<file path="config.mk">
export PLATFORM = sky130hd
export DESIGN_NAME = cpu_sequencer
export DESIGN_NICKNAME = d
export VERILOG_FILES = /design/src/rtl/cpu_pkg.sv /design/src/rtl/cpu_branch_target.sv /design/src/rtl/cpu_sequencer.sv
export SDC_FILE = /design/constraint.sdc
export NUM_CORES = 1
export LEC_CHECK = 0
export CORE_ASPECT_RATIO = 0.75
export CORE_UTILIZATION = 35
export CTS_CLUSTER_DIAMETER = 40
export DETAILED_ROUTE_END_ITERATION = 10
export HOLD_SLACK_MARGIN = 0.1
export SYNTH_ARGS = -nofsm -noshare
export SYNTH_HDL_FRONTEND = slang
export SYNTH_HIERARCHICAL = 1
export SYNTH_SLANG_ARGS = --single-unit
</file>
<file path="constraint.sdc">
create_clock -name clk -period 7.9 [get_ports clk]
set_clock_uncertainty 0.2 [all_clocks]
set_input_delay 1.185 -clock clk [delete_from_list [all_inputs] [get_ports clk]]
set_output_delay 1.185 -clock clk [all_outputs]
set_load 0.03 [all_outputs]
</file>
<file path="src/rtl/cpu_pkg.sv">
// cpu_pkg - shared definitions for the CPU sequencer slice.
//   state_e         : sequencer FSM state encoding (visible on the debug port)
//   CLS_*           : decoder instruction-class encoding
//   PC_W_DEFAULT    : default program-counter / address width
//   normalize_class : folds unused class codes onto NOP
package cpu_pkg;

  localparam int PC_W_DEFAULT = 32;

  typedef enum logic [2:0] {
    ST_FETCH  = 3'd0,
    ST_DECODE = 3'd1,
    ST_EXEC   = 3'd2,
    ST_MEM    = 3'd3,
    ST_WB     = 3'd4,
    ST_HALT   = 3'd5
  } state_e;

  localparam logic [2:0] CLS_NOP = 3'd0;
  localparam logic [2:0] CLS_ALU = 3'd1;
  localparam logic [2:0] CLS_LDR = 3'd2;
  localparam logic [2:0] CLS_STR = 3'd3;
  localparam logic [2:0] CLS_B   = 3'd4;
  localparam logic [2:0] CLS_BL  = 3'd5;

  // Codes 6 and 7 are unassigned by the decoder and behave as NOP.
  function automatic logic [2:0] normalize_class(input logic [2:0] cls);
    return (cls > CLS_BL) ? CLS_NOP : cls;
  endfunction

endpackage

</file>
<file path="src/rtl/cpu_branch_target.sv">
// cpu_branch_target - combinational next-PC adders.
//   pc_i        : current instruction address
//   br_offset_i : signed 24-bit word offset
//   pc_plus4_o  : sequential successor / return address (pc+4)
//   target_o    : branch target pc + 8 + (sext(offset) << 2), wrapping mod 2^PC_W
// PC_W must be at least 24.
module cpu_branch_target
  import cpu_pkg::*;
#(
  parameter int PC_W = PC_W_DEFAULT
) (
  input  logic [PC_W-1:0] pc_i,
  input  logic [23:0]     br_offset_i,
  output logic [PC_W-1:0] pc_plus4_o,
  output logic [PC_W-1:0] target_o
);

  logic [PC_W-1:0] offsetBytes;

  // Word offset is sign-extended to the PC width, then scaled to bytes.
  assign offsetBytes = {{(PC_W-24){br_offset_i[23]}}, br_offset_i} << 2;
  assign pc_plus4_o  = pc_i + PC_W'(4);
  assign target_o    = pc_i + PC_W'(8) + offsetBytes;

endmodule

</file>
<file path="src/rtl/cpu_sequencer.sv">
// cpu_sequencer - multi-cycle control FSM for the single-issue CPU datapath.
// Owns the PC and produces per-phase enables as a Moore decode of the
// registered state and the class latched in DECODE.
//   clk, nreset          : clock, synchronous active-low reset
//   instr_class, set_flags, cond_pass, br_offset : decoder fields (sampled in DECODE)
//   imem_ready, dmem_ready : memory handshakes (FETCH / MEM wait-states)
//   halt_req             : halt after the instruction retiring this cycle
//   instr_en .. lr_we    : phase enables; lr_data is the BL return address
//   pc, state, halted    : current PC, debug state, HALT indicator
//   err                  : sticky wait timeout abort
// Build option SEQ_TIMEOUT_EN: adds a 4-bit wait counter; a FETCH/MEM wait that
// reaches MEM_TIMEOUT cycles sets err and halts. Without it err is tied 0.
module cpu_sequencer
  import cpu_pkg::*;
#(
  parameter int              PC_W        = PC_W_DEFAULT,
  parameter logic [PC_W-1:0] RESET_PC    = '0,
  parameter int              MEM_TIMEOUT = 15
) (
  input  logic            clk,
  input  logic            nreset,
  input  logic [2:0]      instr_class,
  input  logic            set_flags,
  input  logic            cond_pass,
  input  logic [23:0]     br_offset,
  input  logic            imem_ready,
  input  logic            dmem_ready,
  input  logic            halt_req,
  output logic            instr_en,
  output logic            read_en,
  output logic            alu_en,
  output logic            cpsr_en,
  output logic            mem_en,
  output logic            mem_we,
  output logic            wb_en,
  output logic            lr_we,
  output logic [PC_W-1:0] lr_data,
  output logic [PC_W-1:0] pc,
  output logic [2:0]      state,
  output logic            halted,
  output logic            err
);

  state_e          state_q, state_d;
  logic [PC_W-1:0] pc_q, pc_d;
  logic [2:0]      class_q, class_d;
  logic            sflag_q, sflag_d;
  logic [23:0]     off_q, off_d;
  logic [PC_W-1:0] pcPlus4, branchTarget;
  logic            timeout;

  // The branch target always uses the latched offset; only B/BL ever select it.
  cpu_branch_target #(.PC_W(PC_W)) uBranchTarget (
    .pc_i        (pc_q),
    .br_offset_i (off_q),
    .pc_plus4_o  (pcPlus4),
    .target_o    (branchTarget)
  );

`ifdef SEQ_TIMEOUT_EN
  logic [3:0] waitCnt_q, waitCnt_d;
  logic       err_q;
  logic       waiting;

  // Counter only advances while stalled; any other cycle zeroes it, so it is
  // clear whenever FETCH or MEM is freshly entered.
  assign waiting   = ((state_q == ST_FETCH) && !imem_ready) ||
                     ((state_q == ST_MEM)   && !dmem_ready);
  assign timeout   = waiting && (waitCnt_q == 4'(MEM_TIMEOUT - 1));
  assign waitCnt_d = waiting ? waitCnt_q + 4'd1 : 4'd0;

  always_ff @(posedge clk) begin
    if (!nreset) begin
      waitCnt_q <= 4'd0;
      err_q     <= 1'b0;
    end else begin
      waitCnt_q <= waitCnt_d;
      if (timeout) err_q <= 1'b1;
    end
  end

  assign err = err_q;
`else
  assign timeout = 1'b0;
  assign err     = 1'b0;
`endif

  // State register and the architectural latches it owns.
  always_ff @(posedge clk) begin
    if (!nreset) begin
      state_q <= ST_FETCH;
      pc_q    <= RESET_PC;
      class_q <= CLS_NOP;
      sflag_q <= 1'b0;
      off_q   <= '0;
    end else begin
      state_q <= state_d;
      pc_q    <= pc_d;
      class_q <= class_d;
      sflag_q <= sflag_d;
      off_q   <= off_d;
    end
  end

  // Next-state logic. Every path that completes an instruction raises
  // 'retire'; the PC update and the halt decision are applied in one place.
  always_comb begin
    logic retire;
    logic takeBranch;
    state_d    = state_q;
    pc_d       = pc_q;
    class_d    = class_q;
    sflag_d    = sflag_q;
    off_d      = off_q;
    retire     = 1'b0;
    takeBranch = 1'b0;
    case (state_q)
      ST_FETCH: if (imem_ready) state_d = ST_DECODE;
      ST_DECODE: begin
        class_d = normalize_class(instr_class);
        sflag_d = set_flags;
        off_d   = br_offset;
        if (!cond_pass || (class_d == CLS_NOP)) retire = 1'b1;
        else state_d = ST_EXEC;
      end
      ST_EXEC: begin
        case (class_q)
          CLS_LDR, CLS_STR: state_d = ST_MEM;
          CLS_B: begin
            retire     = 1'b1;
            takeBranch = 1'b1;
          end
          default: state_d = ST_WB;
        endcase
      end
      ST_MEM: begin
        if (dmem_ready) begin
          if (class_q == CLS_STR) retire = 1'b1;
          else state_d = ST_WB;
        end
      end
      ST_WB: begin
        retire     = 1'b1;
        takeBranch = (class_q == CLS_BL);
      end
      default: state_d = ST_HALT;
    endcase
    if (timeout) state_d = ST_HALT;
    if (retire) begin
      pc_d    = takeBranch ? branchTarget : pcPlus4;
      state_d = halt_req ? ST_HALT : ST_FETCH;
    end
  end

  // Moore output decode: registered state plus latched class only.
  always_comb begin
    instr_en = 1'b0;
    read_en  = 1'b0;
    alu_en   = 1'b0;
    cpsr_en  = 1'b0;
    mem_en   = 1'b0;
    mem_we   = 1'b0;
    wb_en    = 1'b0;
    lr_we    = 1'b0;
    halted   = 1'b0;
    case (state_q)
      ST_FETCH:  instr_en = 1'b1;
      ST_DECODE: read_en = 1'b1;
      ST_EXEC: begin
        alu_en  = 1'b1;
        cpsr_en = sflag_q && (class_q == CLS_ALU);
      end
      ST_MEM: begin
        mem_en = 1'b1;
        mem_we = (class_q == CLS_STR);
      end
      ST_WB: begin
        wb_en = (class_q == CLS_ALU) || (class_q == CLS_LDR);
        lr_we = (class_q == CLS_BL);
      end
      ST_HALT: halted = 1'b1;
      default: ;
    endcase
  end

  assign lr_data = pcPlus4;
  assign pc      = pc_q;
  assign state   = state_q;

endmodule

</file>
Yosys cells after proc, flatten, opt, wreduce, memory -nomap -nowiden
Index checks and enable logic that the tools add are counted.
- magnitude comparators: 1
- reductions and logical operators: 8
- equality and inequality tests: 16
- add/subtract/negate cells: 3
- muxes and demuxes: 25
- operators with widths (kind ; number):
    32-bit by 3-bit adder with 32-bit output (second input constant) ; 1
    32-bit adder ; 1
    32-bit by 4-bit adder with 32-bit output (second input constant) ; 1
    32-bit two-way mux ; 1
    3-bit two-way mux ; 7
    3-bit inequality test (second input constant) ; 5
    3-bit one-hot mux with 5 select lines ; 1
    1-bit two-way mux ; 13
    3-bit by 2-bit equality test with 1-bit output (second input constant) ; 4
    3-bit equality test (second input constant) ; 4
    3-bit by 1-bit equality test with 1-bit output (second input constant) ; 2
    3-bit logical NOT ; 2
    3-bit one-hot mux with 2 select lines ; 1
    6-bit AND reduction ; 1
    1-bit one-hot mux with 4 select lines ; 1
    3-bit > comparator (second input constant) ; 1
    1-bit logical OR ; 2
    2-bit inequality test (second input constant) ; 1
    1-bit one-hot mux with 2 select lines ; 1
    2-bit OR reduction ; 1
    1-bit logical AND ; 1
    1-bit logical NOT ; 1
- logic and storage cells: 58
- register bits: 63

Logic depth before layout (Yosys ltp)
- word-level depth: 8
- depth in mapped cells: 15
- depth with buffers taken out: 15

By module
The synthesis kept the hierarchy.
- modules (own cells, without submodules) (module ; cells each ; sequential area each (um^2) ; area an instance (um^2) ; times used):
    cpu_sequencer ; 363 ; 1261.2 ; 3145.5 ; 1
    cpu_branch_target ; 344 ; 0.0 ; 2626.3 ; 1

Worst setup path before layout
OpenSTA, ideal clock, no wires.
- path type: register to output
- from: reg pc_q[2] (netlist: pc[2])
- to: out lr_data[30]
- arrival: 2.419 ns
- setup slack: 4.096 ns
- stages on the path, launching flop included: 8
- required time: 6.515 ns
- cell sequence: dfxtp_1 ha_1 and4_1 nor3b_4 and3b_1 and2_1 nand4_1 xnor2_1
- longest elaborated chain between the ends: 1
- ends and longest elaborated chain (element ; line ; RTL):
    from (decl) ; cpu_sequencer.sv:45 ; logic [PC_W-1:0] pc_q, pc_d;
    from (signal assigned) ; cpu_sequencer.sv:98 ; pc_q <= pc_d;
    32-bit by 3-bit adder with 32-bit output ; cpu_branch_target.sv:22 ; assign pc_plus4_o = pc_i + PC_W'(4);
    to (decl) ; cpu_sequencer.sv:37 ; output logic [PC_W-1:0] lr_data,
No other way between the ends.

Worst setup path after layout
- from: reg pc_q[2] (netlist: pc[2])
- to: out lr_data[26]
Same word-level chain as after synthesis.

==> results.sh <==
export IMPL_outcome="completed"
export IMPL_drv_slew=0
export IMPL_synth_top_area_share_pct=21.9
export IMPL_synth_top_area_cell="dfxtp_1"
export IMPL_grt_pass1_vias=5240
export IMPL_clock_latency_ns=0.34
export IMPL_initial_core_util_pct=35.9
export IMPL_viasPerCell=5.56
export IMPL_dp_hpwl_mm=12.7
export IMPL_syn_area_per_cell_sq_um=8.16
export IMPL_die_h_microns=113
export IMPL_finalSetupTns_ns=0
export IMPL_end_kind="output port"
export IMPL_synthTopCellsByCount="nand2_1 (114), dfxtp_1 (63), ha_1 (58)"
export IMPL_hold_buffers=0
export IMPL_clock_path_buffers=2
export IMPL_final_nets=877
export IMPL_netlist_instances=707
export IMPL_gp_congestion=0.914
export IMPL_power_density_nw_per_um2=207
export IMPL_vias=5543
export IMPL_postSynth_asyncResetShare_pct=0
export IMPL_synth_most_common_cell="nand2_1"
export IMPL_grt_overflow_total=0
export IMPL_htree_levels=3
export IMPL_drive_above_1_share_pct=4.96
export IMPL_num_rows=40
export IMPL_cap_viol_max_count=0
export IMPL_fp_dieW_microns=150
export IMPL_cts_sinks=63
export IMPL_ioPinCount=111
export IMPL_min_period_ns=4.68
export IMPL_layout_cells_non_filler=997
export IMPL_ys_warn_count=6
export IMPL_drt_pass1_iterations=5
export IMPL_cts_setup_buffers=0
export IMPL_drt_iter0_drc=374
export IMPL_grt_start_max_net_pins=95
export IMPL_hold_violations=0
export IMPL_synth_seq_cells=63
export IMPL_core_area_sq_um=16100
export IMPL_synth_yosys_seq_area_share_pct=21.9
export IMPL_cts_root_buf="clkbuf_16"
export IMPL_syn_cell_area_sq_um=5770
export IMPL_worst_pin_slew_ns=0.885
export IMPL_ctsResizeCount=0
export IMPL_cts_clk_slew_worst_paths_ns=0.05
export IMPL_area_growth_pct=24.9
export IMPL_synth_edf_count=0
export IMPL_port_buffers=109
export IMPL_grt_antenna_before_repair=0
export IMPL_grt_pass1_wl_mm=27.6
export IMPL_wire_per_inst_microns=17.2
export IMPL_leakage_nw=3.01
export IMPL_critPathKind="reg2out"
export IMPL_worst_slew_margin_rel_pct=41.0
export IMPL_peakVddDrop_v=0.000119
export IMPL_crit_path_start_kind="flip-flop"
export IMPL_dieArea_sq_um=17000
export IMPL_critPathArrivalTime_ns=3.29
export IMPL_synth_area_leaders="dfxtp_1 (22%), ha_1 (13%), nand2_1 (7.4%), xnor2_1 (6.2%), mux2i_1 (5.9%)"
export IMPL_numCtsBuffers=9
export IMPL_finalCritPeriodShare_pct=59.2
export IMPL_rsz0062_at_grt="false"
export IMPL_cp_required_ns=6.51
export IMPL_synth_cell_type_count=68
export IMPL_hp_class="reg2reg"
export IMPL_synthFlopType="dfxtp_1"
export IMPL_dp_cells=983
export IMPL_max_clock_freq_ghz=0.214
export IMPL_track_usage_pct=20.5
export IMPL_cp_max_fo=7
export IMPL_tritoncts="yes"
export IMPL_drc=0
export IMPL_drt_wl_total_mm=17.1
export IMPL_final_antenna_net_count=0
export IMPL_synth_nets=800
export IMPL_antenna_cells=0
export IMPL_setup_viol=0
-- report_power, final --
part	internal, mW	switching, mW	total (mW)
registers	0.364	0.0646	0.428
clock network	0.243	0.146	0.390
logic	0.276	0.401	0.677
total	0.883	0.612	1.49
-- final cells by class --
class,instances,area [sq um]
flip-flops and latches,63,1260
multi-input cells,576,4200
repair buffers,115,1130
well taps,210,263
inverters,19,71.3
fillers,1583,8860
clock buffers,14,284
-- layout by cell type (no fill, tap or decap), types with 5 or more instances in the layout --
cell,count
dfxtp_1,63
nor2_1,26
a21o_1,11
a21oi_1,29
a21boi_1,26
and3b_1,6
xor2_1,15
nand2b_1,40
o221ai_1,33
inv_1,18
ha_1,58
nand4_1,11
a31oi_1,7
clkdlybuf4s50_1,108
and4_1,5
mux2i_1,34
nand2_1,114
nor2b_1,7
xnor2_1,41
o21ai_0,12
nand3_1,18
buf_4,6
clkbuf_16,9
o211ai_1,7
nor3_1,7
-- through the flow --
step	hold WS, ns	total power, mW	setup slack (ns)	area (sq um)	util [%]
global placement	0.246	1.10	3.68	6920	43.1
floorplan	0.230	0.925	4.10	5770	-
CTS	0.257	1.51	3.25	7210	44.9
finish	0.252	1.49	3.22	7210	44.9
global route	0.270	1.59	3.02	7210	44.9
detailed placement	0.250	1.11	3.63	6920	43.1
-- final timing paths --
path                                      startpoint                   end  slack (ns)  cells past startpoint
worst max-delay path              pc[2]$_SDFFE_PN0P_           lr_data[26]        3.22                      8
worst min-delay path            sflag_q$_SDFFE_PN0P_  sflag_q$_SDFFE_PN0P_        0.25                      2
worst min register to register  sflag_q$_SDFFE_PN0P_  sflag_q$_SDFFE_PN0P_        0.25                      2
worst max register to register    pc[3]$_SDFFE_PN0P_   pc[29]$_SDFFE_PN0P_        4.23                     15
-- routing by layer --
metal / part of all wire [%] / global-route usage [%]
met2: 41 / 29.8
met1: 51 / 29.5
met5: 0 / 0
met4: 1.6 / 6.26
met3: 5.8 / 4.76
-- state kept, by name (all words and copies together) (netlist names) --
signal and count:
class_q 3, off_q 24, pc 32, sflag_q 1, state 3
-- critical path, cell delays in order, from the launching register on --
cell and delay, ns:
dfxtp_1 0.45, ha_1 0.26, and4_1 0.28, nor3b_4 0.38
and3b_1 0.32, and2_1 0.21, nand2_1 0.08, xnor2_1 0.25
clkdlybuf4s50_1 0.72
-- kinds of logic (layout without fill, tap and decap cells) --
group	after synthesis	in the layout	synth area share [%]
other	1	1	0.0650
adder cells (fa/ha/maj)	59	59	12.9
multiplexers	34	34	5.90
AO/OA/AOI/OAI	163	163	21.3
flip-flops	63	63	21.9
AND/OR/NAND/NOR	263	263	23.7
buffers and inverters	68	148	5.79
XOR/XNOR	56	56	8.50
(Power assumes the default switching activity.)
==> RTL edit 1: new RTL, same flow settings <==
The package constant `PC_W_DEFAULT` goes from 32 to 28.
--- a/src/rtl/cpu_pkg.sv
+++ b/src/rtl/cpu_pkg.sv
@@ -5,7 +5,7 @@
 //   normalize_class : folds unused class codes onto NOP
 package cpu_pkg;
 
-  localparam int PC_W_DEFAULT = 32;
+  localparam int PC_W_DEFAULT = 28;
 
   typedef enum logic [2:0] {
     ST_FETCH  = 3'd0,
Ports: changed (resized lr_data and pc); port bits go from 111 to 103. No check against the original RTL was run, so the function may have changed too.
==> RTL edit 1 against the unedited design <==
Final area shrank 15%. Worst setup slack lost 0.059 ns. First-iteration DRC count shrank 33%. Count of clock-buffer cells in the layout shrank 3. Final cell count shrank 16%. Total power grew 38%. Fmax shrank 1.2%. Worst hold slack gained 0.0061 ns. Sequential cell count shrank 4. Wire length shrank 16%. Sequential power grew 17%. Area after synthesis shrank 17%. Largest cell class unchanged. Critical path depth grew 1. Combinational power grew 71%.
==> RTL edit 1: results (changes against the unedited design) <==
place:
  post-place-cells: 817  # -17%
  portBuffers: 101  # -7.3%
  dp_slack_ns: 3.55  # -0.0838 ns
  gp_congestion: 0.904  # -1.1%
  placed_area_um2: 5820  # -16%
  dp_hpwl_mm: 10.7  # -16%
sta:
  hold_viol: 0  # unchanged
  timing.setup.tns_ns: 0  # unchanged
  tightestPinTransition_ns: 0.907  # +0.0215 ns
  fmax_mhz: 211  # -1.2%
clock_network:
  postCtsSetupRepairBufs: 0  # unchanged
  clockBufferDepth: 2  # unchanged
  cts_made_buffers: 9  # unchanged
  post_cts_resized: 0  # unchanged
global_route:
  grt_usage: 0.211  # +0.00674
  antenna_found_initial: 0  # unchanged
  grt_max_degree: 58  # -39%
  grt_use_met1: 0.307  # +0.0121
  grt_use_met2: 0.311  # +0.0132
  grt_use_met3: 0.0388  # -0.00874
  grt_pass1_wl_mm: 22.7  # -17%
  grt_pass1_vias: 4365  # -17%
worst_setup_path:
  r2r_end: "pc[27]$_SDFFE_PN0P_"
  rrSetupSlack_ns: 4.16  # -0.07 ns
  setup.worst_path.start: "pc[2]$_SDFFE_PN0P_"
  r2r_cells: 14  # -1
  setup.worst_path.end: "lr_data[26]"
  cp_max_fo: 7  # unchanged
  slowest_delay_ns: 0.71
  arrival_ns: 3.35  # +0.06 ns
detailed_routing:
  highest_layer: "met4"
  post_drt_wl_per_cell_um: 17.3  # +1.1%
  wl_met3_um: 856  # -14%
  wirelength_met1_mm: 7.50  # -15%
  vias: 4669  # -16%
  drtPass1Iterations: 5  # unchanged
  wl_met2_mm: 5.92  # -16%
  avgViaCountPerCell: 5.61  # +0.82%
  drt_iter0_drc: 252  # -33%
worst_hold_path:
  min-delay-start: "off_q[17]$_SDFFE_PN0P_"
  hold_depth: 2  # unchanged
  hold_path.class: "register to register"
final_layout:
  drive_gt1_frac: 0.0514  # +0.00180
  fin_nets: 742  # -15%
  largest_register_ffs: 28  # -13%
  num_antenna_cells: 0  # unchanged
logic_synthesis:
  ys_seq_area_frac: 0.248  # +0.0293
  syn-num-nets: 664  # -17%
  synth.distinct_cells: 59  # -13%
  async_reset_ff_frac: 0  # unchanged
  syn_avg_cell_area_um2: 8.23  # +0.85%
  synth_common_cells: "69 x nand2_1, 59 x dfxtp_1, 54 x a21oi_1, 50 x ha_1, 32 x xnor2_1"
  ys_top_cells_by_area: "dfxtp_1 25%, ha_1 13%, mux2i_1 5.9%"
run_status:
  status: "completed"
power_and_ir_drop:
  ir_drop_mv: 0.179  # +50%
  power_switching_mw: 0.958  # +56%
  p_leak_nw: 2.69  # -11%
-- RTL edit 1: changes by cell type in the layout (fill, tap and decap cells not counted), sizes merged, moves of 7 or more --
cell           change
nand2             -45
nand2b            -35
o221ai            -33
a21boi            -29
nor4              +29
a211oi            +26
a21oi             +23
xnor2              -9
ha                 -8
clkdlybuf4s50      -7
-- RTL edit 1: layout make-up --
type / count / area [um^2]
well taps: 171 / 214
clock buffers: 11 / 233
fillers: 1301 / 7040
flip-flops and latches: 59 / 1180
multi-input cells: 464 / 3310
inverters: 17 / 63.8
clock inverters: 5 / 63.8
repair buffers: 106 / 1050
-- RTL edit 1: power groups by stage --
stage	clock network [mW]	logic (mW)	registers [mW]
after detailed placement	0	1.15	0.505
after global routing	0.414	1.26	0.515
after global placement	0	1.14	0.498
final	0.394	1.16	0.501
after floorplan	0	0.755	0.545
after CTS	0.401	1.16	0.499
-- RTL edit 1: worst min-delay path by stage --
stage / to / slack [ns]
3_5_place_dp: off_q[18]$_SDFFE_PN0P_ / 0.26
6_report: off_q[17]$_SDFFE_PN0P_ / 0.26
3_3_place_gp: sflag_q$_SDFFE_PN0P_ / 0.25
4_1_cts: off_q[17]$_SDFFE_PN0P_ / 0.26
2_1_floorplan: off_q[1]$_SDFFE_PN0P_ / 0.24
5_1_grt: off_q[22]$_SDFFE_PN0P_ / 0.28
-- RTL edit 1: cells by family after synthesis --
logic type | Yosys count | share of synthesized area
AO/OA/AOI/OAI | 141 | 0.203
XOR/XNOR | 47 | 0.0864
adder cells (fa/ha/maj) | 51 | 0.135
buffers and inverters | 56 | 0.0583
flip-flops | 59 | 0.248
multiplexers | 28 | 0.0588
other | 1 | 0.000787
AND/OR/NAND/NOR | 196 | 0.209
==> RTL edit 2: new RTL, same settings <==
Made on the original files. Register the input `br_offset` before use, cleared by the reset. The logic sees it one clock later. The other inputs are not delayed to match.
--- a/src/rtl/cpu_sequencer.sv
+++ b/src/rtl/cpu_sequencer.sv
@@ -41,6 +41,16 @@
   output logic            err
 );
 
+  logic [23:0] br_offset_q;
+
+  always_ff @(posedge clk) begin
+    if (!nreset) begin
+      br_offset_q <= '0;
+    end else begin
+      br_offset_q <= br_offset;
+    end
+  end
+
   state_e          state_q, state_d;
   logic [PC_W-1:0] pc_q, pc_d;
   logic [2:0]      class_q, class_d;
@@ -119,7 +129,7 @@
       ST_DECODE: begin
         class_d = normalize_class(instr_class);
         sflag_d = set_flags;
-        off_d   = br_offset;
+        off_d   = br_offset_q;
         if (!cond_pass || (class_d == CLS_NOP)) retire = 1'b1;
         else state_d = ST_EXEC;
       end
Check against the original RTL: not equivalent (Yosys sat finds a counterexample within 4 cycles, from zero or initial values and one cycle with nreset low).
==> RTL edit 2 against the unedited design <==
Sequential cell count is 24 higher. Area after synthesis grew 8.9%. Global-route usage fell by 2.0 points. Worst setup slack lost 0.0063 ns. Final area increased by 7.8%. Core utilization decreased by 0.72 points. Wire length decreased by 3.3%.
Power is not compared: it rests on default switching activity, and its combinational part moved more than twofold at a synthesized area within 25%.
==> RTL edit 2: results (changes against the unedited design) <==
clock_network:
  cts_hold_buf: 0  # unchanged
  postCtsSetupRepairBufs: 0  # unchanged
  numClockSinks: 87  # +38%
  clk_pin_slew_ns: 0.07  # +0.02 ns
  worst_skew_pair.late_latency_ns: 0.36  # +0.02 ns
power_and_ir_drop:
  p_comb_frac: 0.594
  switching_share: 0.493
worst_setup_path:
  slowest_delay_ns: 0.70  # -0.02 ns
  arrival_ns: 3.30  # about the same
  setup.worst_path.end: "lr_data[30]"
  rrSetupSlack_ns: 4.30  # +0.07 ns
  r2r_end: "pc[27]$_SDFFE_PN0P_"
  r2r_cells: 14  # -1
detailed_routing:
  drt_iter0_drc: 298  # -20%
  wl_met2_mm: 6.68  # -5.1%
  drt_wl_total_mm: 16.5  # -3.3%
  vias: 5405  # -2.5%
  wl_met3_mm: 1.01  # +1.4%
  post_drt_wl_per_cell_um: 15.9  # -7.4%
run_status:
  status: "completed"
sta:
  hold_ws_ns: 0.236  # -0.0158 ns
  tightestPinTransition_ns: 1.02  # +0.139 ns
final_layout:
  nonClkBufAreaFrac: 0.145  # -0.0117
  multi_input_area_um2: 4200  # +0.15%
  num-nonclk-inverters: 24  # +5
  nClkBuffers: 9  # -5
  regArea_um2: 1740  # +38%
  clock_area_frac: 0.0391  # -0.000279
  fin_nets: 887  # +1.1%
  nNonClkBuffers: 114  # -0.87%
  multiInputCombCellCount: 558  # -3.1%
  drive_gt1_frac: 0.0914  # +0.0418
global_route:
  grt_max_degree: 37  # -61%
  grt_use_met1: 0.286  # -0.00844
  grt_pass1_wl_mm: 26.9  # -2.5%
  grt_usage: 0.185  # -0.0198
  grt_pass1_vias: 4995  # -4.7%
  grt_use_met3: 0.0365  # -0.0111
logic_synthesis:
  ys_top_cells_by_area: "dfxtp_1 28%, ha_1 12%, a221oi_2 7.2%"
  syn-num-nets: 806  # +0.75%
  synth_common_cells: "87 x dfxtp_1, 82 x nand2_1, 61 x nor2_1, 58 x ha_1, 55 x a21oi_1"
  ys_seq_area_frac: 0.277  # +0.0586
  netlist_instances: 713  # +0.85%
  synth.top_cell.area_share: 0.277  # +0.0586
  synth.distinct_cells: 76  # +12%
place:
  dp_slack_ns: 3.63  # -0.00195 ns
  dp_hpwl_mm: 12.3  # -2.7%
  post-place-cells: 1025  # +4.3%
  placed_area_um2: 7470  # +7.8%
  gp_congestion: 0.878  # -4.0%
worst_hold_path:
  min-delay-start: "br_offset_q[3]$_SDFF_PN0_"
-- RTL edit 2: cell types whose count changed after synthesis, moves of 26 or more --
cell	unedited run	this run
nand2b_1	40	7
a221oi_2	0	30
a21oi_1	29	55
nand2_1	114	82
o221ai_1	33	1
nor2_1	27	61
a21boi_1	26	0
-- RTL edit 2: kinds of logic after synthesis --
family | Yosys count | synth area share
and+or+nand+nor | 247 | 0.199
adders and majority gates | 59 | 0.119
xor gates and xnor gates | 56 | 0.0780
buffers and inverters | 68 | 0.0561
other | 1 | 0.000597
muxes | 34 | 0.0542
DFF | 87 | 0.277
AOI/OAI and AO/OA | 161 | 0.216
-- RTL edit 2: worst max-delay path, delay by kind of cell, from the launching register on --
kind	cells	cell delay, ns
adders and majority gates	1	0.24
buffers and inverters	1	0.70
xor gates and xnor gates	1	0.22
DFF	1	0.44
and+or+nand+nor	5	1.35
